File: config.mk
export PLATFORM = sky130hd
export DESIGN_NAME = subchannel_ca_tx
export DESIGN_NICKNAME = d
export VERILOG_FILES = /design/src/rtl/ca_tx_pkg.sv /design/src/rtl/ca_tx_fifo.sv /design/src/rtl/subchannel_ca_tx.sv
export SDC_FILE = /design/constraint.sdc
export NUM_CORES = 1
export LEC_CHECK = 0
export BUFFER_PORTS_ARGS = -buffer_cell sky130_fd_sc_hd__buf_2
export CORE_MARGIN = 2
export CORE_UTILIZATION = 53
export DETAILED_ROUTE_END_ITERATION = 7
export PLACE_DENSITY = 0.76
export RECOVER_POWER = 50
export SLEW_MARGIN = 20
export SYNTH_ARGS = -nofsm -noshare
export SYNTH_HDL_FRONTEND = slang
export SYNTH_SLANG_ARGS = --single-unit
export TNS_END_PERCENT = 20
File: constraint.sdc
create_clock -name clk -period 5.5 [get_ports clk]
set_input_delay 1.1 -clock clk [delete_from_list [all_inputs] [get_ports clk]]
set_output_delay 1.1 -clock clk [all_outputs]
set_load 0.03 [all_outputs]
File: src/rtl/ca_tx_pkg.sv
// Shared definitions for the subchannel CA transmit path.
package ca_tx_pkg;

  localparam int CA_W      = 40;
  localparam int PAYLOAD_W = 32;
  localparam int ECC_W     = 8;

  typedef enum logic {
    IDLE   = 1'b0,
    IN_CMD = 1'b1
  } tx_state_e;

  // Segment parity: bit i covers payload nibble i. The receive-side checker uses this same function.
  function automatic logic [ECC_W-1:0] ca_ecc_gen(input logic [PAYLOAD_W-1:0] payload);
    logic [ECC_W-1:0] ecc;
    ecc = '0;
    for (int i = 0; i < ECC_W; i++) begin
      ecc[i] = ^payload[4*i +: 4];
    end
    return ecc;
  endfunction

endpackage

File: src/rtl/ca_tx_fifo.sv
// Registered synchronous FIFO; the head word is visible the cycle after it is written.
module ca_tx_fifo #(
  parameter int W     = 40,
  parameter int DEPTH = 4
) (
  input  logic                   clk,
  input  logic                   rst,
  input  logic                   push_i,
  input  logic [W-1:0]           data_i,
  input  logic                   pop_i,
  output logic [W-1:0]           data_o,
  output logic                   full_o,
  output logic                   empty_o,
  output logic [$clog2(DEPTH):0] level_o
);

  localparam int AW = $clog2(DEPTH);
  localparam logic [AW:0] DEPTH_L = DEPTH[AW:0];

  logic [W-1:0]  mem_q [DEPTH];
  logic [AW-1:0] wr_ptr_q, wr_ptr_d;
  logic [AW-1:0] rd_ptr_q, rd_ptr_d;
  logic [AW:0]   level_q, level_d;
  logic          do_push, do_pop;

  assign full_o  = (level_q == DEPTH_L);
  assign empty_o = (level_q == '0);
  assign level_o = level_q;
  assign do_push = push_i & ~full_o;
  assign do_pop  = pop_i & ~empty_o;
  // Empty FIFO presents zero data rather than a stale entry.
  assign data_o  = empty_o ? '0 : mem_q[rd_ptr_q];

  // Next pointer and occupancy; pointers wrap naturally because DEPTH is a power of 2.
  always_comb begin
    wr_ptr_d = wr_ptr_q + AW'(do_push);
    rd_ptr_d = rd_ptr_q + AW'(do_pop);
    level_d  = level_q + (AW+1)'(do_push) - (AW+1)'(do_pop);
  end

  // Control state; reset empties the FIFO without touching storage.
  always_ff @(posedge clk) begin
    if (rst) begin
      wr_ptr_q <= '0;
      rd_ptr_q <= '0;
      level_q  <= '0;
    end else begin
      wr_ptr_q <= wr_ptr_d;
      rd_ptr_q <= rd_ptr_d;
      level_q  <= level_d;
    end
  end

  // Storage write.
  always_ff @(posedge clk) begin
    if (do_push) begin
      mem_q[wr_ptr_q] <= data_i;
    end
  end

endmodule

File: src/rtl/subchannel_ca_tx.sv
// CA transmit steering: routes commands to one of two subchannel FIFOs and appends segment-parity ECC.
module subchannel_ca_tx
  import ca_tx_pkg::*;
#(
  parameter int FIFO_DEPTH  = 4,
  parameter int INCLUDE_ECC = 1,
  parameter int CNT_W       = 16
) (
  input  logic                        clk,
  input  logic                        rst,
  input  logic                        en_i,
  input  logic                        inj_ecc_err_i,
  input  logic [PAYLOAD_W-1:0]        cmd_data_i,
  input  logic                        cmd_sel_i,
  input  logic                        cmd_last_i,
  input  logic                        cmd_valid_i,
  output logic                        cmd_ready_o,
  output logic [CA_W-1:0]             sc0_data_o,
  output logic                        sc0_valid_o,
  input  logic                        sc0_ready_i,
  output logic [CA_W-1:0]             sc1_data_o,
  output logic                        sc1_valid_o,
  input  logic                        sc1_ready_i,
  output logic [$clog2(FIFO_DEPTH):0] sc0_level_o,
  output logic [$clog2(FIFO_DEPTH):0] sc1_level_o,
  output logic                        inj_pending_o,
  output logic [CNT_W-1:0]            words_sent_o
);

  tx_state_e        state_q, state_d;
  logic             sel_q, sel_d;
  logic             inj_pending_q, inj_pending_d;
  logic [CNT_W-1:0] words_sent_q, words_sent_d;

  logic             target;
  logic             accept;
  logic             sc0_full, sc1_full, sc0_empty, sc1_empty;
  logic             push0, push1, pop0, pop1;
  logic [ECC_W-1:0] ecc_w;
  logic [CA_W-1:0]  enq_word;

  // A multi-word command stays on the subchannel chosen by its first word.
  assign target      = (state_q == IDLE) ? cmd_sel_i : sel_q;
  // Ready looks only at registered full, so a same-cycle pop never opens a slot.
  assign cmd_ready_o = ~rst & en_i & ~(target ? sc1_full : sc0_full);
  assign accept      = cmd_valid_i & cmd_ready_o;
  assign push0       = accept & ~target;
  assign push1       = accept & target;
  assign sc0_valid_o = ~sc0_empty;
  assign sc1_valid_o = ~sc1_empty;
  assign pop0        = sc0_valid_o & sc0_ready_i;
  assign pop1        = sc1_valid_o & sc1_ready_i;
  assign enq_word    = {ecc_w, cmd_data_i};

  assign inj_pending_o = inj_pending_q;
  assign words_sent_o  = words_sent_q;

  // ECC for the ingress word, with the armed one-shot corruption folded into bit 0.
  always_comb begin
    ecc_w = ca_ecc_gen(cmd_data_i);
    if (inj_pending_q) begin
      ecc_w[0] = ~ecc_w[0];
    end
    if (INCLUDE_ECC == 0) begin
      ecc_w = '0;
    end
  end

  // Next-state for command tracking, injection arming and the egress counter.
  always_comb begin
    state_d = state_q;
    sel_d   = sel_q;
    if (accept) begin
      if (state_q == IDLE) begin
        if (!cmd_last_i) begin
          state_d = IN_CMD;
          sel_d   = cmd_sel_i;
        end
      end else if (cmd_last_i) begin
        state_d = IDLE;
      end
    end
    // A pulse coinciding with the consuming accept re-arms for the following word.
    inj_pending_d = inj_ecc_err_i | (inj_pending_q & ~accept);
    words_sent_d  = words_sent_q + CNT_W'(pop0) + CNT_W'(pop1);
  end

  // Command FSM and control registers.
  always_ff @(posedge clk) begin
    if (rst) begin
      state_q       <= IDLE;
      sel_q         <= 1'b0;
      inj_pending_q <= 1'b0;
      words_sent_q  <= '0;
    end else begin
      state_q       <= state_d;
      sel_q         <= sel_d;
      inj_pending_q <= inj_pending_d;
      words_sent_q  <= words_sent_d;
    end
  end

  ca_tx_fifo #(
    .W     (CA_W),
    .DEPTH (FIFO_DEPTH)
  ) u_fifo_sc0 (
    .clk     (clk),
    .rst     (rst),
    .push_i  (push0),
    .data_i  (enq_word),
    .pop_i   (sc0_ready_i),
    .data_o  (sc0_data_o),
    .full_o  (sc0_full),
    .empty_o (sc0_empty),
    .level_o (sc0_level_o)
  );

  ca_tx_fifo #(
    .W     (CA_W),
    .DEPTH (FIFO_DEPTH)
  ) u_fifo_sc1 (
    .clk     (clk),
    .rst     (rst),
    .push_i  (push1),
    .data_i  (enq_word),
    .pop_i   (sc1_ready_i),
    .data_o  (sc1_data_o),
    .full_o  (sc1_full),
    .empty_o (sc1_empty),
    .level_o (sc1_level_o)
  );

endmodule

Word level (Yosys, flattened, before mapping) --
Memory sizes are Yosys's and may differ from the RTL's. A register that Yosys moved wholly into a read port is not among the register bits. Cells that the tools add are included.
Operators by class: $add $sub $neg 10, multiply operators 0, div/mod/pow operators 0, magnitude comparators 0, eq/ne operators 2, shift-type cells 0, multiplexer cells 12, bitwise logic cells 22, reduce and logical (&&, ||, !) cells 11
Operators with widths (count):
- 40-bit 2-to-1 mux | 2
- 16-bit by 1-bit adder with 16-bit output | 2
- 4-bit XOR reduction | 8
- 1-bit NOT | 11
- 1-bit AND | 10
- 2-bit by 1-bit adder with 2-bit output | 4
- 1-bit 2-to-1 mux | 8
- 3-bit by 1-bit adder with 3-bit output | 2
- 3-bit equality test, second input constant | 2
- 3-bit zero test | 2
- 3-bit by 1-bit subtractor with 3-bit output | 2
- 2-bit 2-to-1 mux | 2
- 3-bit AND reduction | 1
- 1-bit OR | 1
Storage, ports and cells: bits in registers 33, bits in latches 0, memory bits (writable) 320, bits in read-only memories 0, input port bits 41, output and inout port bits 106, logic and storage cells 69, memories 2
Memories:
- u_fifo_sc0.mem_q | depth 4, bits a word 40, rd ports 1, clocked after Yosys merged registers in 1, wr ports 1, line ca_tx_fifo.sv:20 | logic [W-1:0] mem_q [DEPTH];
- u_fifo_sc1.mem_q | depth 4, bits a word 40, rd ports 1, clocked after Yosys merged registers in 1, wr ports 1, line ca_tx_fifo.sv:20

Logic depth before layout (Yosys ltp) --
Gate-level depths: netlist (run 1).
depth in word-level cells 9, mapped depth 11, gate-level depth less buffers 10

Modules after synthesis --
A second synthesis (run 1) with hierarchy kept.
Second synthesis, totals: cell total of the unflattened synthesis 706, area, all modules 13943.4 µm²
By module, submodules not included:
- ca_tx_fifo | times used 2, cells an instance 290, area each 6401.1 µm², seq. area each 4944.7 µm²
- subchannel_ca_tx | times used 1, cells an instance 126, area each 1141.1 µm², seq. area each 380.4 µm²

Least setup slack after synthesis (run 1) --
OpenSTA, ideal clock, no wires.
path type input -> register, from input rst, to memory u_fifo_sc0.mem_q[0][0], enable pin, library setup time 0.495 ns, arrival time 4.757 ns, required time 5.005 ns, setup slack 0.248 ns, stages on the path 4, path buffers 1, cell sequence clkbuf_1 > nand3b_4 > nor3b_2 > nor3b_1
Between the ends: longest elaborated chain between the ends 8
RTL lines:
- start: declaration | line subchannel_ca_tx.sv:10 | input logic rst,
- 1-bit NOT | line subchannel_ca_tx.sv:45 | assign cmd_ready_o = ~rst & en_i & ~(target ? sc1_full : sc0_full);
- 1-bit AND (2 in series) | line subchannel_ca_tx.sv:45
- 1-bit AND | line subchannel_ca_tx.sv:46 | assign accept = cmd_valid_i & cmd_ready_o;
- 1-bit AND | line subchannel_ca_tx.sv:47 | assign push0 = accept & ~target;
- 1-bit AND | line ca_tx_fifo.sv:29 | assign do_push = push_i & ~full_o;
- 1-bit 2-to-1 mux | line ca_tx_fifo.sv:56 | if (do_push) begin
- 1-bit 2-to-1 mux (implied by the code) | line ca_tx_fifo.sv:57 | mem_q[wr_ptr_q] <= data_i;
- end: declaration | line ca_tx_fifo.sv:20
Every way passes these cells.

Final worst setup path (run 1) --
from input rst, to memory u_fifo_sc1.mem_q[3][28], enable pin
Between the ends: longest elaborated chain between the ends 8
RTL lines:
- 1-bit NOT | line subchannel_ca_tx.sv:45
- 1-bit AND (2 in series) | line subchannel_ca_tx.sv:45
- 1-bit AND | line subchannel_ca_tx.sv:46
- 1-bit AND | line subchannel_ca_tx.sv:48 | assign push1 = accept & target;
- 1-bit AND | line ca_tx_fifo.sv:29
- 1-bit 2-to-1 mux | line ca_tx_fifo.sv:56
- 1-bit 2-to-1 mux (implied by the code) | line ca_tx_fifo.sv:57
- end: declaration | line ca_tx_fifo.sv:20
Every way passes these cells.

==> metrics, run 1 <==
PostCTS Resize Cnt 0; Crit Path Max Fanout 37; synthesized area 0.0140 mm2; DIE AREA 0.0277 mm2; Starting Density 53.9%; Post-synth ARST share 0%; Post-Syn Instances 710; CTS root buffer clkbuf_16; clk_lat worst skew 0.51 ns; Top FF cell, synth edfxtp_1; Slew headroom -33.5%; max-cap violations 3; first-pass GRT wire length 43400 um; Num Clock Sinks 353; Die H 167 um; Worst R2R Setup Slack 1.48 ns; hold crit path type reg2reg; slowest CP cell and3_1; Reg-to-Reg Start u_fifo_sc1.level_o[1]; syn_area_per_cell 19.7 um2; # nets final 922; crit path kind in2reg; Critical Path Sink u_fifo_sc1.mem_q[3][28]; worst slew pin tran 2.00 ns; initial antenna violation count 1; clk_skew 0.0195 ns; Clock Path Buffers 3; count leader, synth edfxtp_1; Seq cells post-synth 353; H-tree depth 2; Worst setup EP type flip-flop; minimum clock period 4.26 ns; vias per std cell 5.73; total negative setup slack 0 ns; reg-to-reg critical path endpoint words_sent_o[12]; Distinct cells, synth 38; CP startpoint rst; Post-synth EDFFs 320; CP Buf/Inv Count 2; Seq/Total Area, Yosys 73.3%; final period utilization 77.5%; worst-path cell chain clkbuf_1 -> nand3b_1 -> nor3_1 -> and3_1 -> buf_4; area grow syn2layout 14.5%; CP Depth 5; initial drt markers 565; Mapped Nets 763; WHS 0.488 ns; failing checks max-capacitance violations, max-slew violations; Post-DP HPWL 15900 um; final wirelength 28200 um; max-slew violation count 124; status finished with violations; GRT overflow 0; GPL Wtd Cong 0.742; r2r worst-path depth 10; number of setup buffers added after CTS 0; Leakage 5.33 nW; largest net degree at the start of global routing 43; pwr/cell area 492 mW/mm2; final setup vio count 0; Startpoint Class primary input; Hold-fix buffers, CTS 0; vias in the first global route 7379; gr usage total 20.6%; dominant cell type by area after synthesis edfxtp_1; CORE AREA 0.0260 mm2; Via Count 7038; proportion of layout cells with a drive suffix above 1 25.1%; Crit path max-delay family simple AND/OR/NAND/NOR gates; Data required, critical path 5.68 ns; I/O pin count 147; slowest stage delay, CP 1.25 ns; die width 167 um; ANT nets after route 0; Worst-path clk slew 0.06 ns; drt pass-1 iters 5; peak supply drop 0.402 mV; DR DRC count 0; area share of the largest cell type after synthesis 68.6%; RSZ-0062 raised after global routing no; CTS tree done; Port Buf Inserts 146; row count 59; Yosys warnings 0; Avg WL per Cell 22.9 um; Worst EP arrival 4.44 ns; top post-synthesis cells by count edfxtp_1, and2_1, mux4_2; top post-synthesis cells by area edfxtp_1, mux4_2, dfxtp_1; max frequency 0.235 GHz; CTS Buf Count 34; endpoints failing hold 0; fill count 1822
-- stage by stage --
stage / cells / cell area (um2) / total power, mW / utilization (%) / setup WS [ns]
after floorplan: 710 / 14000 / 5.04 / - / 0.248
after global placement: 1168 / 15000 / 5.69 / 57.9 / 1.84
after detailed placement: 1168 / 15000 / 5.72 / 57.9 / 1.77
after CTS: 1227 / 16100 / 7.98 / 62.1 / 1.47
after global routing: 1227 / 16000 / 8.21 / 61.7 / 0.943
final: 1228 / 16000 / 7.89 / 61.7 / 1.24
-- layout make-up --
type                       instances  area, um2  area share [%]
clock inverter                    10       72.6           0.452
multi-input combinational        309       3460            21.6
tap                              335        419            2.61
antenna                            1       2.50          0.0156
sequential                       353      10300            64.1
timing repair buffer             155        723            4.51
inverter                          16       60.1           0.374
clock buffer                      49       1020            6.37
-- worst register-to-register path: stages (launching register included) --
cell and delay, ns:
dfxtp_1 0.43, or3_1 0.15, clkbuf_1 1.43, nand2_1 0.30, fa_1 0.51, inv_1 0.08
ha_1 0.24, nand2_1 0.15, nor4_1 0.36, xnor2_1 0.16, nor2_1 0.05
-- placed cells by master (no fill, tap or decap), types with 2 or more instances in the layout --
master     netlist  layout
inv_1           16      16
nor2b_1         10      10
clkbuf_16        0      38
a21oi_1          4       4
buf_2            9      89
o21ai_0          5       5
mux4_2          68      68
xor2_1           9       9
nand2_1         12      12
mux4_1          12      12
clkinv_1         0       5
nor3b_2          1       2
nor3_1           4       5
clkbuf_1        14      66
and2_1          80      80
nor3b_1          5       4
nor2_1          25      21
ha_1             9       9
nor4_1           2       3
buf_4            0       8
nand4_1          2       2
nand3_1          4       4
clkinv_2         0       3
or3_1            4       4
edfxtp_1       320     320
nand3b_1         1       2
mux2i_1          2       2
dfxtp_1         33      29
dfxtp_4          0       3
xnor2_1         34      34
clkbuf_8         0       3
nand2b_1         3       3
nor2_4           0       4
fa_1             3       3
-- sequential cells by signal, summed over array words and instances, names as in the netlist --
name,cells
inj_pending_o,1
sel_q,1
state_q,1
u_fifo_sc0.level_o,3
u_fifo_sc0.mem_q,160
u_fifo_sc0.rd_ptr_q,2
u_fifo_sc0.wr_ptr_q,2
u_fifo_sc1.level_o,3
u_fifo_sc1.mem_q,160
u_fifo_sc1.rd_ptr_q,2
u_fifo_sc1.wr_ptr_q,2
words_sent_o,16
-- cell families after synthesis --
kind of cell / Yosys count / synth area share (%)
xor gates and xnor gates: 43 / 2.69
muxes: 83 / 13.4
and+or+nand+nor: 160 / 6.83
buffers and inverters: 48 / 2.06
adders and majority gates: 12 / 1.23
DFF: 353 / 73.3
AOI/OAI and AO/OA: 11 / 0.429
-- worst min-delay path by stage --
stage,slack (ns),cells after the start,startpoint,end
6_report,0.49,2,sel_q,sel_q
3_3_place_gp,0.46,2,sel_q,sel_q
4_1_cts,0.49,2,sel_q,sel_q
2_1_floorplan,0.45,2,sel_q,sel_q
3_5_place_dp,0.48,2,sel_q,sel_q
5_1_grt,0.53,2,sel_q,sel_q
-- where the power goes --
group	switching [mW]	internal, mW
registers	0.198	3.02
clock network	0.928	1.34
logic	1.53	0.878
total	2.65	5.24
-- metal layers --
metal  part of all wire, %  vias up  GRT usage, %
li1                      -     3083             -
met1                    41     3617          28.4
met5                     0        -             0
met4                   2.7        0          6.75
met3                   7.4       55          4.40
met2                    49      283          33.3
Power figures use the tool's default switching activity.
==> run 2, diff against run 1 <==
CORE_UTILIZATION = 58   (was 53)
PLACE_DENSITY = 0.79   (was 0.76)
clock period = 4.3 ns   (was 5.5 ns; I/O delays follow)
==> run 2 against run 1 <==
The run still ends with max-capacitance violations, max-slew violations left. Critical path depth fell by 2. Die area fell by 8.4%. Via count fell by 0.31%. Hold slack got worse by 0.0066 ns. Clock power rose by 31%. Total power rose by 28%. Worst setup slack got worse by 0.46 ns. Non-clock buffer count rose by 4. Clock skew rose by 0.0059 ns. Largest power group unchanged. Highest routed layer unchanged.
==> metrics, run 2 (synthesized netlist as in run 1, its figures left out) <==
slowest CP cell or3_1 (was and3_1); failing checks max-capacitance violations, max-slew violations (unchanged); final period utilization 82.0%; area grow syn2layout 14.7% (was 14.5%); Worst setup EP type output port (was flip-flop); peak supply drop 0.655 mV (was 0.402 mV); hold crit path type reg2reg (unchanged); initial drt markers 524 (was 565); DR DRC count 0 (unchanged); non-filler cells, final 1215 (was 1228); drt pass-1 iters 5 (unchanged); proportion of layout cells with a drive suffix above 1 25.4% (was 25.1%); Die H 159 um (was 167 um); RSZ-0062 raised after global routing no (unchanged); Leakage 5.35 nW (was 5.33 nW); Startpoint Class flip-flop (was primary input); I/O pin count 147 (unchanged); PnR worst setup slack 0.774 ns (was 1.24 ns); most common cell after layout, fill and taps aside edfxtp_1 (unchanged); DIE AREA 0.0254 mm2 (was 0.0277 mm2); max-cap violations 2 (was 3); largest net degree at the start of global routing 43 (unchanged); GPL Wtd Cong 0.763 (was 0.742); Via Count 7016 (was 7038); Avg WL per Cell 22.6 um (was 22.9 um); number of setup buffers added after CTS 0 (unchanged); ANT nets after route 0 (unchanged); placed insts 1156 (was 1168); worst slew pin tran 1.56 ns (was 2.00 ns); pre-CTS setup slack 1.02 ns (was 1.77 ns); clk_lat worst skew 0.51 ns (about the same); PostCTS Resize Cnt 0 (unchanged); Crit Path Max Fanout 42 (was 37); CTS tree done (unchanged); max-slew violation count 43 (was 124); WHS 0.482 ns (was 0.488 ns); initial antenna violation count 0 (was 1); vias in the first global route 7421 (was 7379); GRT overflow 0 (unchanged); clk_skew 0.0254 ns (was 0.0195 ns); pwr/cell area 630 mW/mm2 (was 492 mW/mm2); first-pass GRT wire length 42900 um (was 43400 um); n_diodes 0 (was 1); Port Buf Inserts 146 (unchanged); commonest non-fill, non-tap cells in the layout edfxtp_1, buf_2, and2_1, mux4_2, clkbuf_1 (unchanged); minimum clock period 3.53 ns; row count 56 (was 59); max frequency 0.284 GHz; Worst EP arrival 2.67 ns (was 4.44 ns); Post-DP HPWL 15800 um (was 15900 um); status finished with violations (unchanged); slowest stage delay, CP 1.19 ns (was 1.25 ns); # nets final 927 (was 922); worst-path cell chain or3_1 -> and2_1 -> buf_2 (was clkbuf_1 -> nand3b_1 -> nor3_1 -> and3_1 -> buf_4); Data required, critical path 3.44 ns (was 5.68 ns); die width 159 um (was 167 um); endpoints failing hold 0 (unchanged); Slew headroom -4.15% (was -33.5%); vias per std cell 5.77 (was 5.73); Clock Path Buffers 3 (unchanged); final wirelength 27400 um (was 28200 um); r2r worst-path depth 9 (was 10); Hold-fix buffers, CTS 0 (unchanged); hold depth 2 (unchanged); CTS root buffer clkbuf_16 (unchanged); CORE AREA 0.0236 mm2 (was 0.0260 mm2); Num Clock Sinks 353 (unchanged); final setup vio count 0 (unchanged); H-tree depth 2 (unchanged); CTS Buf Count 35 (was 34); crit path kind reg2out (was in2reg); Starting Density 59.3% (was 53.9%); Worst-path clk slew 0.06 ns (about the same); total chip power 10.1 mW (was 7.89 mW); gr usage total 22.2% (was 20.6%); final core occ 68.0% (was 61.7%)
## run 2: worst max-delay path, delay by kind of cell, from the launching register on
| kind | cells | cell delay [ns] |
|---|---|---|
| simple gates | 2 | 1.52 |
| flops | 1 | 0.39 |
| buf+inv | 1 | 0.22 |
## run 2: layer usage
metal / routed length, um / track usage (%) / up-vias
li1: - / - / 3095
met1: 11200 / 29.9 / 3611
met2: 13900 / 37.5 / 268
met3: 1720 / 4.38 / 42
met4: 569 / 6.28 / 0
met5: 0 / 0 / -
## run 2: stage by stage
step	setup TNS, ns	area (um2)
finish	0	16100
global placement	0	15100
detailed placement	0	15100
global route	0	16100
floorplan	-26.79	14000
CTS	0	16200
## run 2: layout make-up
class,count,area (um2)
inverters,16,60.1
clock buffers,45,956
repair buffers,159,767
multi-input cells,309,3460
well taps,319,399
flip-flops and latches,353,10300
clock inverters,14,145
fillers,1550,7550
## run 2: worst paths after layout
| kind | to | slack (ns) | from |
|---|---|---|---|
| max | sc0_data_o[10] | 0.77 | u_fifo_sc0.level_o[1] |
| min | sel_q | 0.48 | sel_q |
| max reg2reg | words_sent_o[12] | 0.82 | u_fifo_sc0.level_o[1] |
| min reg2reg | sel_q | 0.48 | sel_q |
## run 2: power by group
group          total (mW)  switching [mW]  internal, mW
clock                2.95            1.21          1.75
sequential           4.14           0.280          3.86
combinational        3.02            1.90          1.12
==> run 3, diff against run 2 <==
CORE_UTILIZATION = 53   (was 58)
PLACE_DENSITY = 0.76   (was 0.79)
clock period = 3.2 ns   (was 4.3 ns; I/O delays follow)
==> run 3 against run 2 <==
The run now ends clean. Critical path depth rose by 1. Register-to-register slack got worse by 0.40 ns. Flip-flop and latch count did not move. Sequential share of layout area fell by 0.91 points. Highest routed layer unchanged. Hold slack got worse by 0.14 ns. Global-route usage fell by 2.4 points. Die area rose by 9.2%. Utilization fell by 5.3 points. Sequential power rose by 31%. Worst setup slack got worse by 0.59 ns. Clock power rose by 37%. Non-clock buffer count rose by 6.
==> metrics, run 3 (synthesized netlist as in run 1, its figures left out) <==
status completed (was finished with violations); clk_lat worst skew 0.52 ns (was 0.51 ns); worst slew pin tran 1.23 ns (was 1.56 ns); first-pass GRT wire length 41800 um (was 42900 um); pwr/cell area 845 mW/mm2 (was 630 mW/mm2); PnR worst setup slack 0.188 ns (was 0.774 ns); gr usage total 19.7% (was 22.2%); fill count 1848 (was 1550); minimum clock period 3.01 ns; total negative setup slack 0 ns (unchanged); Startpoint Class flip-flop (unchanged); max frequency 0.332 GHz; H-tree depth 2 (unchanged); initial drt markers 519 (was 524); Leakage 5.45 nW (was 5.35 nW); total chip power 13.8 mW (was 10.1 mW); initial antenna violation count 0 (unchanged); DR DRC count 0 (unchanged); Avg WL per Cell 21.9 um (was 22.6 um); slowest stage delay, CP 0.66 ns (was 1.19 ns); n_diodes 0 (unchanged); proportion of layout cells with a drive suffix above 1 26.8% (was 25.4%); multi-input combinational cell area 0.00349 mm2 (was 0.00346 mm2); Die H 167 um (was 159 um); max-slew violation count 0 (was 43); peak supply drop 0.965 mV (was 0.655 mV); GPL Wtd Cong 0.739 (was 0.763); drt pass-1 iters 4 (was 5); vias in the first global route 7254 (was 7421); commonest non-fill, non-tap cells in the layout edfxtp_1, buf_2, and2_1, mux4_2, clkbuf_1 (unchanged); r2r worst-path depth 4 (was 9); final wirelength 27200 um (was 27400 um); Starting Density 53.9% (was 59.3%); ANT nets after route 0 (unchanged); Via Count 6890 (was 7016); Hold-fix buffers, CTS 0 (unchanged); slowest CP cell dfxtp_4 (was or3_1); # nets final 934 (was 927); final setup vio count 0 (unchanged); non-filler cells, final 1244 (was 1215); area grow syn2layout 16.3% (was 14.7%); Crit Path Max Fanout 23 (was 42); worst-path cell chain buf_12 -> mux4_1 -> and2_1 -> buf_2 (was or3_1 -> and2_1 -> buf_2); pre-CTS setup slack 0.632 ns (was 1.02 ns); Num Clock Sinks 353 (unchanged); hold crit path type in2reg (was reg2reg); Worst-path clk slew 0.06 ns (about the same); endpoints failing hold 0 (unchanged); placed insts 1178 (was 1156); final core occ 62.7% (was 68.0%); max-cap violations 0 (was 2); RSZ-0062 raised after global routing no (unchanged); Port Buf Inserts 146 (unchanged); most common cell after layout, fill and taps aside edfxtp_1 (unchanged); hold depth 2 (unchanged); largest net degree at the start of global routing 42 (was 43); CTS root buffer clkbuf_16 (unchanged); CTS tree done (unchanged); die width 167 um (was 159 um); Slew headroom 17.9% (was -4.15%); register area 0.0103 mm2 (unchanged); Data required, critical path 2.56 ns (was 3.44 ns); CORE AREA 0.0260 mm2 (was 0.0236 mm2); CTS Buf Count 36 (was 35); Post-DP HPWL 15900 um (was 15800 um); I/O pin count 147 (unchanged); row count 59 (was 56); clk_skew 0.0131 ns (was 0.0254 ns); GRT overflow 0 (unchanged); number of setup buffers added after CTS 0 (unchanged); crit path kind reg2out (unchanged); Worst EP arrival 2.37 ns (was 2.67 ns); Worst setup EP type output port (unchanged); PostCTS Resize Cnt 0 (unchanged); Clock Path Buffers 3 (unchanged); DIE AREA 0.0277 mm2 (was 0.0254 mm2); vias per std cell 5.54 (was 5.77); final period utilization 94.1%
-- run 3: cell count changes in the layout (fill, tap and decap cells not counted), sizes merged --
cell,before,now
buf,102,108
clkinv,10,16
clkbuf,102,99
inv,16,19
clkinvlp,1,2
-- run 3: routing by layer --
metal | track usage (%) | routed length, um | up-vias
met1 | 27.4 | 11400 | 3501
met2 | 32.9 | 13500 | 238
li1 | - | - | 3112
met3 | 3.30 | 1800 | 39
met5 | 0 | 0 | -
met4 | 5.51 | 486 | 0
-- run 3: where the power goes --
group	switching, mW	internal (mW)
clock network	1.67	2.39
logic	2.71	1.58
registers	0.225	5.19
-- run 3: cell type report --
| class | instances | share of cell area, % |
|---|---|---|
| flip-flops and latches | 353 | 63.1 |
| multi-input cells | 309 | 21.4 |
| clock buffers | 42 | 5.86 |
| repair buffers | 165 | 5.51 |
| well taps | 335 | 2.57 |
| clock inverters | 24 | 1.22 |
| inverters | 16 | 0.369 |
-- run 3: final timing paths --
kind | start | end | slack [ns]
max | u_fifo_sc1.rd_ptr_q[0] | sc1_data_o[21] | 0.19
min reg2reg | sel_q | sel_q | 0.48
max reg2reg | state_q | u_fifo_sc1.mem_q[3][14] | 0.42
min | cmd_last_i | state_q | 0.34
-- run 3: metrics by stage --
stage | hold WS (ns) | cell area [um2]
4_1_cts | 0.326 | 16400
3_3_place_gp | 0.467 | 15300
5_1_grt | 0.324 | 16300
2_1_floorplan | 0.449 | 14000
3_5_place_dp | 0.477 | 15300
6_report | 0.340 | 16300
-- run 3: worst max-delay path: cells and delay by family (launching register included) --
| family | cells | cell delay [ns] |
|---|---|---|
| DFF | 1 | 0.66 |
| muxes | 1 | 0.58 |
| buffers and inverters | 2 | 0.44 |
| and+or+nand+nor | 1 | 0.17 |
